### config.mk
export PLATFORM = sky130hd
export DESIGN_NAME = pipelined_ks_adder
export DESIGN_NICKNAME = d
export VERILOG_FILES = /design/src/rtl/pipelined_ks_adder.sv
export SDC_FILE = /design/constraint.sdc
export NUM_CORES = 1
export LEC_CHECK = 0
export ABC_AREA = 0
export CORE_MARGIN = 2
export CORE_UTILIZATION = 45
export DETAILED_ROUTE_END_ITERATION = 10
export PLACE_DENSITY = 0.69
export REMOVE_ABC_BUFFERS = 1
export SYNTH_ARGS = -nofsm -noshare
export SYNTH_HDL_FRONTEND = slang
export SYNTH_SLANG_ARGS = --single-unit
### constraint.sdc
create_clock -name clk -period 2.89 [get_ports clk]
set_input_delay 0.578 -clock clk [delete_from_list [all_inputs] [get_ports clk]]
set_output_delay 0.578 -clock clk [all_outputs]
set_load 0.03 [all_outputs]
### src/rtl/pipelined_ks_adder.sv
`timescale 1ns/1ps
`default_nettype none
// ============================================================================
// Module   : pipelined_ks_adder
// Purpose  : Fully pipelined Kogge-Stone adder/subtractor with a single global
//            advance enable and valid/ready handshakes on both sides.
//            Latency is LEVELS+2 cycles and throughput is one result per cycle.
// Revision : 1.0 - initial release
// ----------------------------------------------------------------------------
// Ports
//   clk        : clock, rising edge
//   rst        : asynchronous active-high reset
//   in_valid   : operand set valid
//   in_ready   : block accepts an operand set this cycle (= advance enable)
//   in_a, in_b : operands, WIDTH bits
//   in_cin     : carry-in (add mode only)
//   in_sub     : 1 = a - b, 0 = a + b + cin
//   out_valid  : result valid
//   out_ready  : downstream accepts the result
//   sum        : result modulo 2^WIDTH
//   cout       : carry out of the MSB (no-borrow flag when subtracting)
//   ovf        : two's-complement signed overflow
//   zero       : sum == 0
// ============================================================================
module pipelined_ks_adder #(
    parameter int WIDTH = 16
) (
    input  logic             clk,
    input  logic             rst,
    input  logic             in_valid,
    output logic             in_ready,
    input  logic [WIDTH-1:0] in_a,
    input  logic [WIDTH-1:0] in_b,
    input  logic             in_cin,
    input  logic             in_sub,
    output logic             out_valid,
    input  logic             out_ready,
    output logic [WIDTH-1:0] sum,
    output logic             cout,
    output logic             ovf,
    output logic             zero
);

    localparam int LEVELS = $clog2(WIDTH);

    // Prefix vectors are WIDTH+1 bits wide: index 0 is the carry-in treated as
    // the generate of position -1, index j holds position j-1. After the final
    // level, gen_q[LEVELS][j] is therefore the carry out of position j-1.
    logic [WIDTH:0]   gen_q   [0:LEVELS];
    logic [WIDTH:0]   gen_d   [0:LEVELS];
    logic [WIDTH:0]   prop_q  [0:LEVELS];
    logic [WIDTH:0]   prop_d  [0:LEVELS];
    logic [WIDTH-1:0] xor_q   [0:LEVELS];
    logic [WIDTH-1:0] xor_d   [0:LEVELS];
    logic             sa_q    [0:LEVELS];
    logic             sa_d    [0:LEVELS];
    logic             sb_q    [0:LEVELS];
    logic             sb_d    [0:LEVELS];
    logic             valid_q [0:LEVELS];
    logic             valid_d [0:LEVELS];

    logic [WIDTH-1:0] sum_q, sum_d;
    logic             cout_q, cout_d;
    logic             ovf_q, ovf_d;
    logic             zero_q, zero_d;
    logic             out_valid_q;

    logic             w_adv;
    logic [WIDTH-1:0] w_b_eff;
    logic             w_cin_eff;
    logic             w_c_msb_in;
    logic             w_unused;

    assign w_adv     = !out_valid_q || out_ready;
    assign in_ready  = w_adv;
    assign w_b_eff   = in_b ^ {WIDTH{in_sub}};
    assign w_cin_eff = in_sub | in_cin;

    // Carry into the MSB, i.e. C[WIDTH-2].
    assign w_c_msb_in = gen_q[LEVELS][WIDTH-1];

    // Position WIDTH-1's own prefix is not needed: cout is rebuilt from the
    // carried MSB operand bits, so the top prefix bit and the final-level
    // group propagates are intentionally left unused.
    assign w_unused = ^{prop_q[LEVELS], gen_q[LEVELS][WIDTH]};

    always_comb begin
        gen_d[0]   = {in_a & w_b_eff, w_cin_eff};
        prop_d[0]  = {in_a ^ w_b_eff, 1'b0};
        xor_d[0]   = in_a ^ w_b_eff;
        sa_d[0]    = in_a[WIDTH-1];
        sb_d[0]    = w_b_eff[WIDTH-1];
        valid_d[0] = in_valid;
        for (int k = 1; k <= LEVELS; k++) begin
            // Shifting in zeros makes positions with no partner below -1 pass
            // through: their generate is kept, and their group propagate is
            // already 0 because it spans the carry-in position.
            gen_d[k]   = gen_q[k-1] | (prop_q[k-1] & (gen_q[k-1] << (1 << (k-1))));
            prop_d[k]  = prop_q[k-1] & (prop_q[k-1] << (1 << (k-1)));
            xor_d[k]   = xor_q[k-1];
            sa_d[k]    = sa_q[k-1];
            sb_d[k]    = sb_q[k-1];
            valid_d[k] = valid_q[k-1];
        end
        sum_d  = xor_q[LEVELS] ^ gen_q[LEVELS][WIDTH-1:0];
        cout_d = (sa_q[LEVELS] & sb_q[LEVELS]) | (xor_q[LEVELS][WIDTH-1] & w_c_msb_in);
        ovf_d  = cout_d ^ w_c_msb_in;
        zero_d = ~|sum_d;
    end

    // Control and output registers: reset.
    always_ff @(posedge clk or posedge rst) begin
        if (rst) begin
            for (int k = 0; k <= LEVELS; k++) begin
                valid_q[k] <= 1'b0;
            end
            out_valid_q <= 1'b0;
            sum_q       <= '0;
            cout_q      <= 1'b0;
            ovf_q       <= 1'b0;
            zero_q      <= 1'b0;
        end else if (w_adv) begin
            for (int k = 0; k <= LEVELS; k++) begin
                valid_q[k] <= valid_d[k];
            end
            out_valid_q <= valid_q[LEVELS];
            sum_q       <= sum_d;
            cout_q      <= cout_d;
            ovf_q       <= ovf_d;
            zero_q      <= zero_d;
        end
    end

    // Internal datapath registers: no reset, qualified by the valid bits.
    always_ff @(posedge clk) begin
        if (w_adv) begin
            for (int k = 0; k <= LEVELS; k++) begin
                gen_q[k]  <= gen_d[k];
                prop_q[k] <= prop_d[k];
                xor_q[k]  <= xor_d[k];
                sa_q[k]   <= sa_d[k];
                sb_q[k]   <= sb_d[k];
            end
        end
    end

    assign out_valid = out_valid_q;
    assign sum       = sum_q;
    assign cout      = cout_q;
    assign ovf       = ovf_q;
    assign zero      = zero_q;

endmodule
`default_nettype wire

==> impl_summary.md, run 1 <==
Worst setup path
The signal on the critical path passes through clkdlybuf4s50_1. The worst setup path is captured at an output pin. Counting cells, the worst reg-to-reg path comes to 4. In this run the number of cells on the critical path is 1.

The worst path buffer plus inverter count is 1. The slack of the worst reg-to-reg path is 1.42 ns. The worst register-to-register path begins at gen_q[0][83]. The worst setup path is of the register to output pin kind.

The reg-to-reg endpoint is zero. Of all nets on the critical path, the largest fanout is 2. In this run the worst setup path begins at out_valid. The top cell family by delay on the critical path is buffers and inverters. Data arrives at the worst endpoint at 1.57 ns. For the worst setup path, the data required time is 2.31 ns. The worst setup path is launched from a register. The slowest cell on the critical path is clkdlybuf4s50_1. The stage delay of the slowest cell on the critical path is 0.69 ns.

Clock tree
The number of hold buffers added after cts is 0. After clock tree synthesis, the clock-pin slew on the worst setup and hold paths is 0.06 ns. Clock latency on the worst-skew pair, taken at its later pin, is 0.49 ns. In this run the post-CTS setup repair buffer count came out at 0.

TritonCTS built the clock tree. In this run the number of H-tree levels came out at 1. For this design, the sink count on the clock tree is 229. TritonCTS created 23 clock buffers. The number of gates given a new drive strength after cts is 0.

The buffer levels on the longest clock path is 3. The root cell of the clock tree is clkbuf_16.

Layout
The number of antenna diodes in the final layout is 0. The most frequent standard cell in the layout excluding fill and tap cells is edfxtp_1. The top cell types in the final layout, fill and taps aside, are edfxtp_1, clkdlybuf4s50_1, a21o_1. The fraction of layout cells with a size suffix above 1 is 9.48%.

From synthesis to final layout, the design area changed by 19.5%. The net total in the final layout is 554. The post-route cell area is 9750 um2. Leaving out filler cells and counting taps, the final layout contains 746. Counting the fill cells in the layout gives 1375.

Hold path
The worst hold path passes through 0 cells. For hold timing, the worst endpoint is xor_q[0][33]. The worst hold path belongs to the class register to register. The startpoint identified for the worst hold timing path is xor_q[0][17].

Die
Pin placement for this block handled 59 I/O pins. The area inside the core boundary is 17900 um2. After floorplanning, the core was divided into 49 placement rows.

The initial utilization of the core area, before any placement, comes to 45.6%. The die boundary height is 139 um. Measured along the x axis, the die boundary spans 139 um. The floorplan step defined a die boundary enclosing 19200 um2.

Synth
In the post-synthesis netlist, the biggest area contributors are edfxtp_1, dfrtp_1, a21o_1. In this run, distinct cell masters in the synthesized netlist total 19. The largest area contributor in the netlist is edfxtp_1. The combined area of all synthesized cells is 8160 um2.

The share of synthesized area in the top cell type comes to 75.1%. Counting flops and latches in the post-synthesis netlist gives 229. The cell count after synthesis came out at 419. The number of warnings reported in the yosys synthesis log is 0. Summing the sequential cell areas from Yosys gives 82.7% of the chip area. The synthesized area divided by synthesized cell count is 19.5 um2.

Detailed routing
The remaining design rule violation count is 0. The via count of the routed design is 3553. The length of routed met2 wiring is 5.35 mm. The highest metal layer used by the detailed router is met4. In this run the remaining antenna-violating nets after routing total 0. For this block, the initial DRC count from the detailed router was 219.

The detailed router put a total of 4.73 mm of wire on met1. Wire segments on met3 add up to 509 um in the final route. The average detailed-routed wire length per instance is 14.5 um. The first detailed-routing pass ran for 4 iterations. The routed design has 10.8 mm of wire. After detailed routing, the number of vias per cell comes to 4.76.

Global routing
The global-route wire length before repair is 18.1 mm. The pin count of the biggest net entering global routing is 98. The initial antenna violation count is 0.

The residual overflow from global routing is 0. The via count of the first global-routing pass is 3664. The combined global-route utilization of all metal layers is 11.5%.

Pwr
The leakage dissipation is 3.71 nW. The worst-case vdd ir drop is 0.500 mV. The areal power density over the cells is 1050 nW/um2.

Place
Detailed placement ended at an HPWL of 7.00 mm. The congestion estimate from routability-driven global placement came to 0.751. The number of placed cells counting well taps is 704. During placement, the flow inserted port buffers numbering 58. Before CTS, the worst setup slack after placement is 0.721 ns. The placed instances occupy a cell area of 9040 um2.

STA
The remaining max-slew budget at the tightest pin is 40.5%. Setup violations remaining at the end of the flow were counted as 0. The final period utilization is 74.2%.

Setup slack closes at 0.746 ns. Setup repair after global routing left no endpoint under its margin. Based on the critical path, the design can be clocked at up to 466 MHz. The actual slew at the worst max-slew pin is 0.892 ns. The clock skew after layout is 0.0122 ns.

Subtracting the final worst setup slack from the clock period gives 2.14 ns. The total count of max-transition violations in the final report is 0. The final number of hold-violating endpoints came to 0.

Run status
The flow ran to the end, and the final reports show no timing, DRC or antenna violations.

Run
The reported max-cap violation count is 0.
[cells in the mapped netlist]
cell and n:
nand2b_1 2, xnor2_1 15, mux2_2 7, edfxtp_1 204, nor4_1 1, nand4_1 3
or2_2 1, buf_6 1, nand4b_1 1, buf_4 3, a21o_1 49, buf_2 3
dfrtp_1 25, and2_1 34, xor2_1 18, inv_1 1, a21oi_1 18, ha_1 16
nor2_1 17
[state kept, by name, summed over array words and instances, names as in the netlist, 4 cells and up]
register / flops
sb_q: 5
valid_d: 4
sa_q: 5
sum: 16
prop_q: 34
xor_q: 80
gen_q: 80
[worst register-to-register path: cells and delay by family (launching register included)]
kind	cells	cell delay (ns)
DFF	1	0.42
muxes	1	0.20
and+or+nand+nor	2	0.43
adders and majority gates	1	0.36
[where the power goes]
part	switching (W)	leakage, nW	internal, W
combinational	0.00100	1.01	0.000793
sequential	0.000561	2.35	0.00520
clock	0.00114	0.345	0.00155
[how the worst max path moves through the flow]
stage | end
floorplan | sum[15]
global placement | sum[15]
detailed placement | valid_q[0]
CTS | out_valid
global route | out_valid
finish | out_valid
[area by class of cell]
cell class	instances	area [um2]	share of cell area, %
clock inverters	19	130	1.33
clock buffers	23	576	5.90
flip-flops and latches	229	6750	69.2
well taps	229	287	2.94
repair buffers	63	641	6.57
inverters	1	3.75	0.0385
multi-input cells	182	1360	14.0
[routing by layer]
metal | vias to the layer above | GRT usage, %
met2 | 69 | 19.1
met4 | 0 | 3.93
met5 | - | 0
met1 | 1724 | 15.3
met3 | 15 | 2.59
li1 | 1745 | -
[through the flow]
| step | total power [W] | hold WS (ns) | TNS, ns | util (%) |
|---|---|---|---|---|
| final | 0.0102 | 0.416 | 0 | 54.5 |
| after global routing | 0.0108 | 0.421 | 0 | 54.5 |
| after CTS | 0.0104 | 0.419 | 0 | 54.5 |
| after detailed placement | 0.00766 | 0.405 | 0 | 50.5 |
| after global placement | 0.00758 | 0.402 | 0 | 50.5 |
| after floorplan | 0.00663 | 0.400 | -967.41 | - |
[cells by family after synthesis]
logic type | share of synthesized area, %
compound gates | 5.61
xor+xnor | 3.54
fa+ha+maj | 2.45
buf+inv | 0.644
flops | 82.7
mux | 0.966
simple gates | 4.03
Power figures use the tool's default switching activity.
==> run 2, diff against run 1 <==
- PLACE_DENSITY: 0.69 -> 0.67
- clock period: 2.89 -> 2.2 ns (I/O delays scaled with it)
==> run 2 against run 1 <==
  * Utilization up 0.68 points
  * Die area is the same
  * Clock power increased by 41%
  * Final cell count increased by 0.94%
  * Worst setup slack worse by 0.55 ns
  * Design area rose by 1.3%
  * Wire length is 2.3% higher
  * Total power up 34%
  * Sequential power up 31%
  * Hold slack worse by 0.12 ns
  * Non-clock buffer count grew 6
  * Largest power group unchanged
==> impl_summary.md, run 2 (synthesis gave the netlist of run 1 again) <==
STA
The clock skew after layout is 0.00574 ns. The final number of hold-violating endpoints is 0. The remaining max-slew budget at the tightest pin is 76.8%. The setup-violating endpoint count in the final report is 0.

Setup repair after global routing left no endpoint under its margin. Static timing analysis puts the maximum clock frequency at 499 MHz. The final critical-path required period is 2.00 ns. The total count of max-transition violations in the final report came to 0. The tightest hold path in the finished design has a slack of 0.298 ns. Dividing the final minimum period by the clock period gives 91.0%. At the pin with the least slew margin, the transition time is 0.347 ns.

Die
The initial utilization of the core area, before any placement, comes to 45.6%. The top-level port count is 59. The width of the die is 139 um. The floorplan has 49 rows. In this run the vertical extent of the chip is 139 um.

The overall die area is 19200 um2. The area inside the core boundary is 17900 um2.

Detailed routing
The final wirelength is 11.0 mm. For this run, the detailed router's first-pass iteration total came to 4. Once detail routing completed, the nets flagged for antenna violations numbered 0. The average detailed-routed wire length per instance is 14.7 um. For this run, design rule violations remaining after detail routing come to 0.

The iteration-0 DRC count of the detailed router is 213. Dividing the detail-routed via count by the number of cells gives 4.75. The via count of the routed design is 3577.

Clock tree
In this run the number of H-tree levels came out at 1. The TritonCTS sink count is 229. The clock latency of the later-clocked register in the worst-skew pair is 0.50 ns. The number of gates given a new drive strength after cts is 0. TritonCTS built the clock tree. No sink is reached through more buffers than the 3 on the longest clock path. In this run the clock root is driven by a clkbuf_16. The total CTS buffers is 24.

Clock-pin slew was measured on the worst setup and hold paths at 0.06 ns. Hold repair after CTS inserted 0 buffers. Post-CTS timing repair inserted 0 buffers for setup.

Pwr
The combinational power share is 17.5%. Internal power comes to 0.0102 W. The leakage dissipation is 3.77 nW. The total power is 0.0138 W. The relative contribution of sequential cells to total power is 54.9%. The analysis attributes to net switching a power of 0.00356 W. The net switching share of the total power is 25.8%. Power spread over the standard cell area amounts to 1400 nW/um2. The worst-case IR drop observed on VDD is 0.754 mV.

The relative contribution of the clock network to total power is 27.5%.

Worst setup path
The sort of element at the end of the critical path is an output pin. Of all nets on the critical path, the largest fanout is 2. The worst path buffer plus inverter count is 1. The slowest cell on the critical path is clkdlybuf4s50_1. The top cell family by delay on the critical path is buffers and inverters. In this design, the stage delay of the slowest critical-path cell is 0.68 ns. The critical path arrival is 1.56 ns.

Walking the worst path, the cells encountered are clkdlybuf4s50_1. The type of the worst setup path is register to output pin. The startpoint type of the worst setup path is a register. For the worst setup path, the data required time is 1.76 ns.

Global routing
The initial antenna violation count is 0. The via count of the first global-routing pass is 3680. In the global route stage, overall resource usage came out at 11.8%.

For met3 alone, demand over resource in global routing was 2.24%. For this run, global-route usage on met2 was measured as 19.9%. The residual overflow from global routing is 0. The pin count of the biggest net entering global routing is 67. The first global-routing pass estimated 18.5 mm of wire. Global routing consumed, on the met1 layer, 15.6% of the routing resources. The most congested layer reported by global routing is met2.

Layout
From synthesis to final layout, the design area changed by 21.0%. Leaving out fill and tap cells, the most frequent cells in the layout are edfxtp_1, clkdlybuf4s50_1, a21o_1. In the final layout, the share of cells above drive strength 1 is 10.3%. Counting the fill cells in the layout gives 1401.

The most frequent standard cell in the layout excluding fill and tap cells is edfxtp_1. The number of antenna diodes in the final layout is 0. In the final layout, the registers with the most flip-flops are gen_q x80, xor_q x80, prop_q x34. After the last flow step, the layout net total stands at 561.

Run
The tool flagged a number of max-cap violations equal to 0.

Place
The estimated wirelength of the detail-placed design is 7.38 mm. In this run the tool buffered the top-level ports with 58 buffer cells. Routability-driven placement finished with a final weighted congestion of 0.777.

Hold path
The tightest min-delay check is of the primary input to asynchronous set/reset pin type.

Run status
The run finished with clean final reports.
[run 2: changes by cell type in the layout (fill, tap and decap cells not counted), sizes merged]
cell    before  now
inv          2    1
clkinv      15    8
clkbuf      23   31
buf          6   12
bufinv       1    2
[run 2: metal layers]
| layer | part of all wire (%) | vias up | wire length [um] |
|---|---|---|---|
| li1 | - | 1760 | - |
| met3 | 4.6 | 26 | 507 |
| met1 | 44 | 1707 | 4840 |
| met5 | 0 | - | 0 |
| met2 | 49 | 84 | 5390 |
| met4 | 2.7 | 0 | 296 |
[run 2: final cells by class]
cell class / count / area (um2) / share of cell area [%]
multi-input cells: 182 / 1360 / 13.8
repair buffers: 69 / 711 / 7.20
clock buffers: 31 / 648 / 6.56
flip-flops and latches: 229 / 6750 / 68.4
well taps: 229 / 287 / 2.90
inverters: 1 / 3.75 / 0.0380
clock inverters: 12 / 110 / 1.12
[run 2: worst reg2reg max path, cell delays in order (launching register included)]
cell and delay, ns:
dfrtp_1 0.40, nand2b_4 0.29, buf_12 0.24, mux2_2 0.37
[run 2: stage by stage]
step / setup TNS (ns) / area, um2 / setup slack (ns) / cells / utilization [%]
2_1_floorplan: -1094.23 / 8110 / -5.11 / 412 / -
3_3_place_gp: 0 / 9110 / 0.249 / 710 / 50.9
3_5_place_dp: 0 / 9110 / 0.220 / 710 / 50.9
4_1_cts: 0 / 9870 / 0.179 / 753 / 55.2
5_1_grt: 0 / 9870 / 0.145 / 753 / 55.2
6_report: 0 / 9870 / 0.198 / 753 / 55.2
[run 2: final timing paths]
path,slack (ns),depth (start not counted),to,from
worst max-delay path,0.20,1,out_valid,out_valid
worst min-delay path,0.30,3,valid_d[3],rst
worst max register to register,0.78,3,sum[15],out_valid
worst min register to register,0.41,0,sa_q[0][4],sa_q[0][3]
max in group asynchronous,1.67,3,sum[9],rst
min in group clk,0.41,0,sa_q[0][4],sa_q[0][3]
[run 2: power by group through the flow]
stage / logic, W / clock network, W / registers [W]
final: 0.00242 / 0.00380 / 0.00757
after global placement: 0.00238 / 0 / 0.00762
after CTS: 0.00245 / 0.00388 / 0.00761
after global routing: 0.00266 / 0.00406 / 0.00776
after detailed placement: 0.00243 / 0 / 0.00769
after floorplan: 0.000875 / 0 / 0.00716
==> run 3, diff against run 2 <==
- CORE_MARGIN: 2 -> 1.5
==> run 3 against run 2 <==
  * Utilization about the same
  * Sequential share of layout area increased by 0.17 points
  * Largest power group unchanged
  * Clock power decreased by 11%
  * Count of clock-buffer cells in the layout decreased by 3
  * Total power decreased by 2.3%
==> impl_summary.md, run 3 (synthesis gave the netlist of run 1 again) <==
Layout
The top cell types in the final layout, fill and taps aside, are edfxtp_1, clkdlybuf4s50_1, a21o_1. After filler insertion, the fill cell instance count of the layout stands at 1342. In the final layout, the registers with the most flip-flops are gen_q x80, xor_q x80, prop_q x34.

The area of the multi-input gates is 1360 um2. The area added between synthesis and finish is 20.7%. The most frequent standard cell in the layout excluding fill and tap cells is edfxtp_1.

Leaving out filler cells and counting taps, the final layout contains 758. The fraction of layout cells with a size suffix above 1 is 11.0%. The sequential cell area in the final layout is 6750 um2.

The net total in the final layout is 566. The repair_antennas step left the layout with diodes totalling 0.

Run
The reported max-cap violation count is 0.

Worst setup path
The type of the worst setup path is register to output pin. The reg-to-reg endpoint is zero. The startpoint identified for the worst register-to-register timing path is gen_q[0][83]. The cell depth of the worst flop-to-flop path is 4. The top cell family by delay on the critical path is buffers and inverters. The startpoint type of the worst setup path is a register. The sort of element at the end of the critical path is an output pin. The stage delay of the slowest cell on the critical path is 0.69 ns. Walking the worst path, the cells encountered are clkdlybuf4s50_1. The data required time at the worst endpoint is 1.76 ns. The number of buffers and inverters on the critical path is 1. Along the worst path, the maximum fanout reaches 2. STA puts the critical path data arrival time at 1.56 ns. The slowest cell on the critical path is clkdlybuf4s50_1. The slack of the worst reg-to-reg path is 0.74 ns.

STA
The total count of max-transition violations in the final report is 0. The worst pin sits at a relative slew slack of 79.3%. The accumulated negative setup slack is 0 ns.

On the final layout, the worst hold slack is 0.294 ns. The final number of hold-violating endpoints is 0. After layout, the worst path uses 91.0% of the clock period. The actual slew at the worst max-slew pin is 0.310 ns. The worst path in the final design needs a cycle of 2.00 ns, including I/O delays and setup.

In the post-route analysis, the smallest setup slack over all paths is 0.199 ns. The maximum frequency from static timing analysis is 500 MHz. Setup repair after global routing left no endpoint under its margin.

The setup-violating endpoint count in the final report is 0. The clock skew after layout is 0.00595 ns.

Detailed routing
Summed over all layers, the routed wires come to 11.0 mm. In the routed layout, each cell is associated on average with a via count of 4.73. The via count of the routed design is 3582.

The number of detailed-routing iterations run before antenna repair is 6. The detailed router finished its first iteration with 178 violations. The remaining design rule violation count is 0.

After detailed routing, the average wire length per cell comes to 14.5 um. The count of nets left with antenna violations once routing finished came out at 0.

Place
The estimated wirelength of the detail-placed design is 7.64 mm. After detailed placement, the design holds a cell count of 716. In this run the tool buffered the top-level ports with 58 buffer cells. Routability-driven placement finished with a final weighted congestion of 0.755. At the placement stage, the worst setup path has a slack of 0.293 ns.

Die
The top-level port count is 59. The standard-cell row count is 49. The width of the die is 138 um. The area inside the core boundary is 17800 um2. The die boundary height is 138 um. The starting density of the core is 45.7%. The overall die area is 18900 um2.

Global routing
Entering global routing, the biggest net connects 26 pins. Global routing finished with a remaining overflow of 0. The first global-routing pass estimated 18.0 mm of wire. Across every metal layer, demand over resource in global routing totals 12.3%. The initial antenna violation count is 0. The via count of the first global-routing pass was 3716.

Clock tree
The number of gates given a new drive strength after cts is 0. CTS built an H-tree with a depth of 1. The root buffer cell chosen for the clock tree is clkbuf_16.

The number of hold buffers added after cts is 0. The TritonCTS clock tree is done. The total CTS buffers is 23.

After clock tree synthesis, the clock-pin slew on the worst setup and hold paths is 0.06 ns. The clock latency of the later-clocked register in the worst-skew pair is 0.50 ns. The buffer levels on the longest clock path is 3. The TritonCTS sink count is 229. The post-CTS setup repair buffer count is 0.

Pwr
The total power is 0.0135 W. The leakage dissipation is 3.77 nW. The worst-case vdd ir drop is 0.763 mV. Dividing total power by cell area gives a power density of 1370 nW/um2.

Run status
The flow ran to the end, and the final reports show no timing, DRC or antenna violations.

Hold path
The kind of path behind the tightest hold check is primary input to asynchronous set/reset pin.
run 3: power by group:
| part | leakage [nW] | internal, W | switching (W) |
|---|---|---|---|
| Clock | 0.327 | 0.00192 | 0.00146 |
| Sequential | 2.35 | 0.00683 | 0.000753 |
| Combinational | 1.09 | 0.00115 | 0.00135 |
| Total | 3.77 | 0.00990 | 0.00356 |
run 3: per-stage QoR:
| stage | area (um2) | utilization [%] |
|---|---|---|
| 6_report | 9850 | 55.2 |
| 3_3_place_gp | 9190 | 51.5 |
| 2_1_floorplan | 8110 | - |
| 5_1_grt | 9850 | 55.2 |
| 3_5_place_dp | 9190 | 51.5 |
| 4_1_cts | 9850 | 55.2 |
run 3: worst max-delay path by stage:
stage               startpoint   endpoint  slack (ns)  cells past startpoint
finish               out_valid  out_valid        0.20                      1
global route         out_valid  out_valid        0.15                      1
CTS                  out_valid  out_valid        0.18                      1
detailed placement   out_ready       zero        0.29                      4
global placement     out_ready       zero        0.31                      4
floorplan            out_ready    sum[15]       -5.11                      2
run 3: layout make-up:
cell class	instances	share of cell area (%)
repair buffers	75	7.93
multi-input cells	182	13.8
clock buffers	28	6.03
clock inverters	14	0.699
well taps	229	2.91
flip-flops and latches	229	68.6
inverters	1	0.0381
run 3: metal layers:
metal	part of all wire (%)	up-vias	wire length, um	global-route usage (%)
met1	44	1702	4870	16.0
met2	49	83	5380	20.7
li1	-	1768	-	-
met5	0	-	0	0
met4	3.1	0	338	4.97
met3	3.9	29	430	2.24
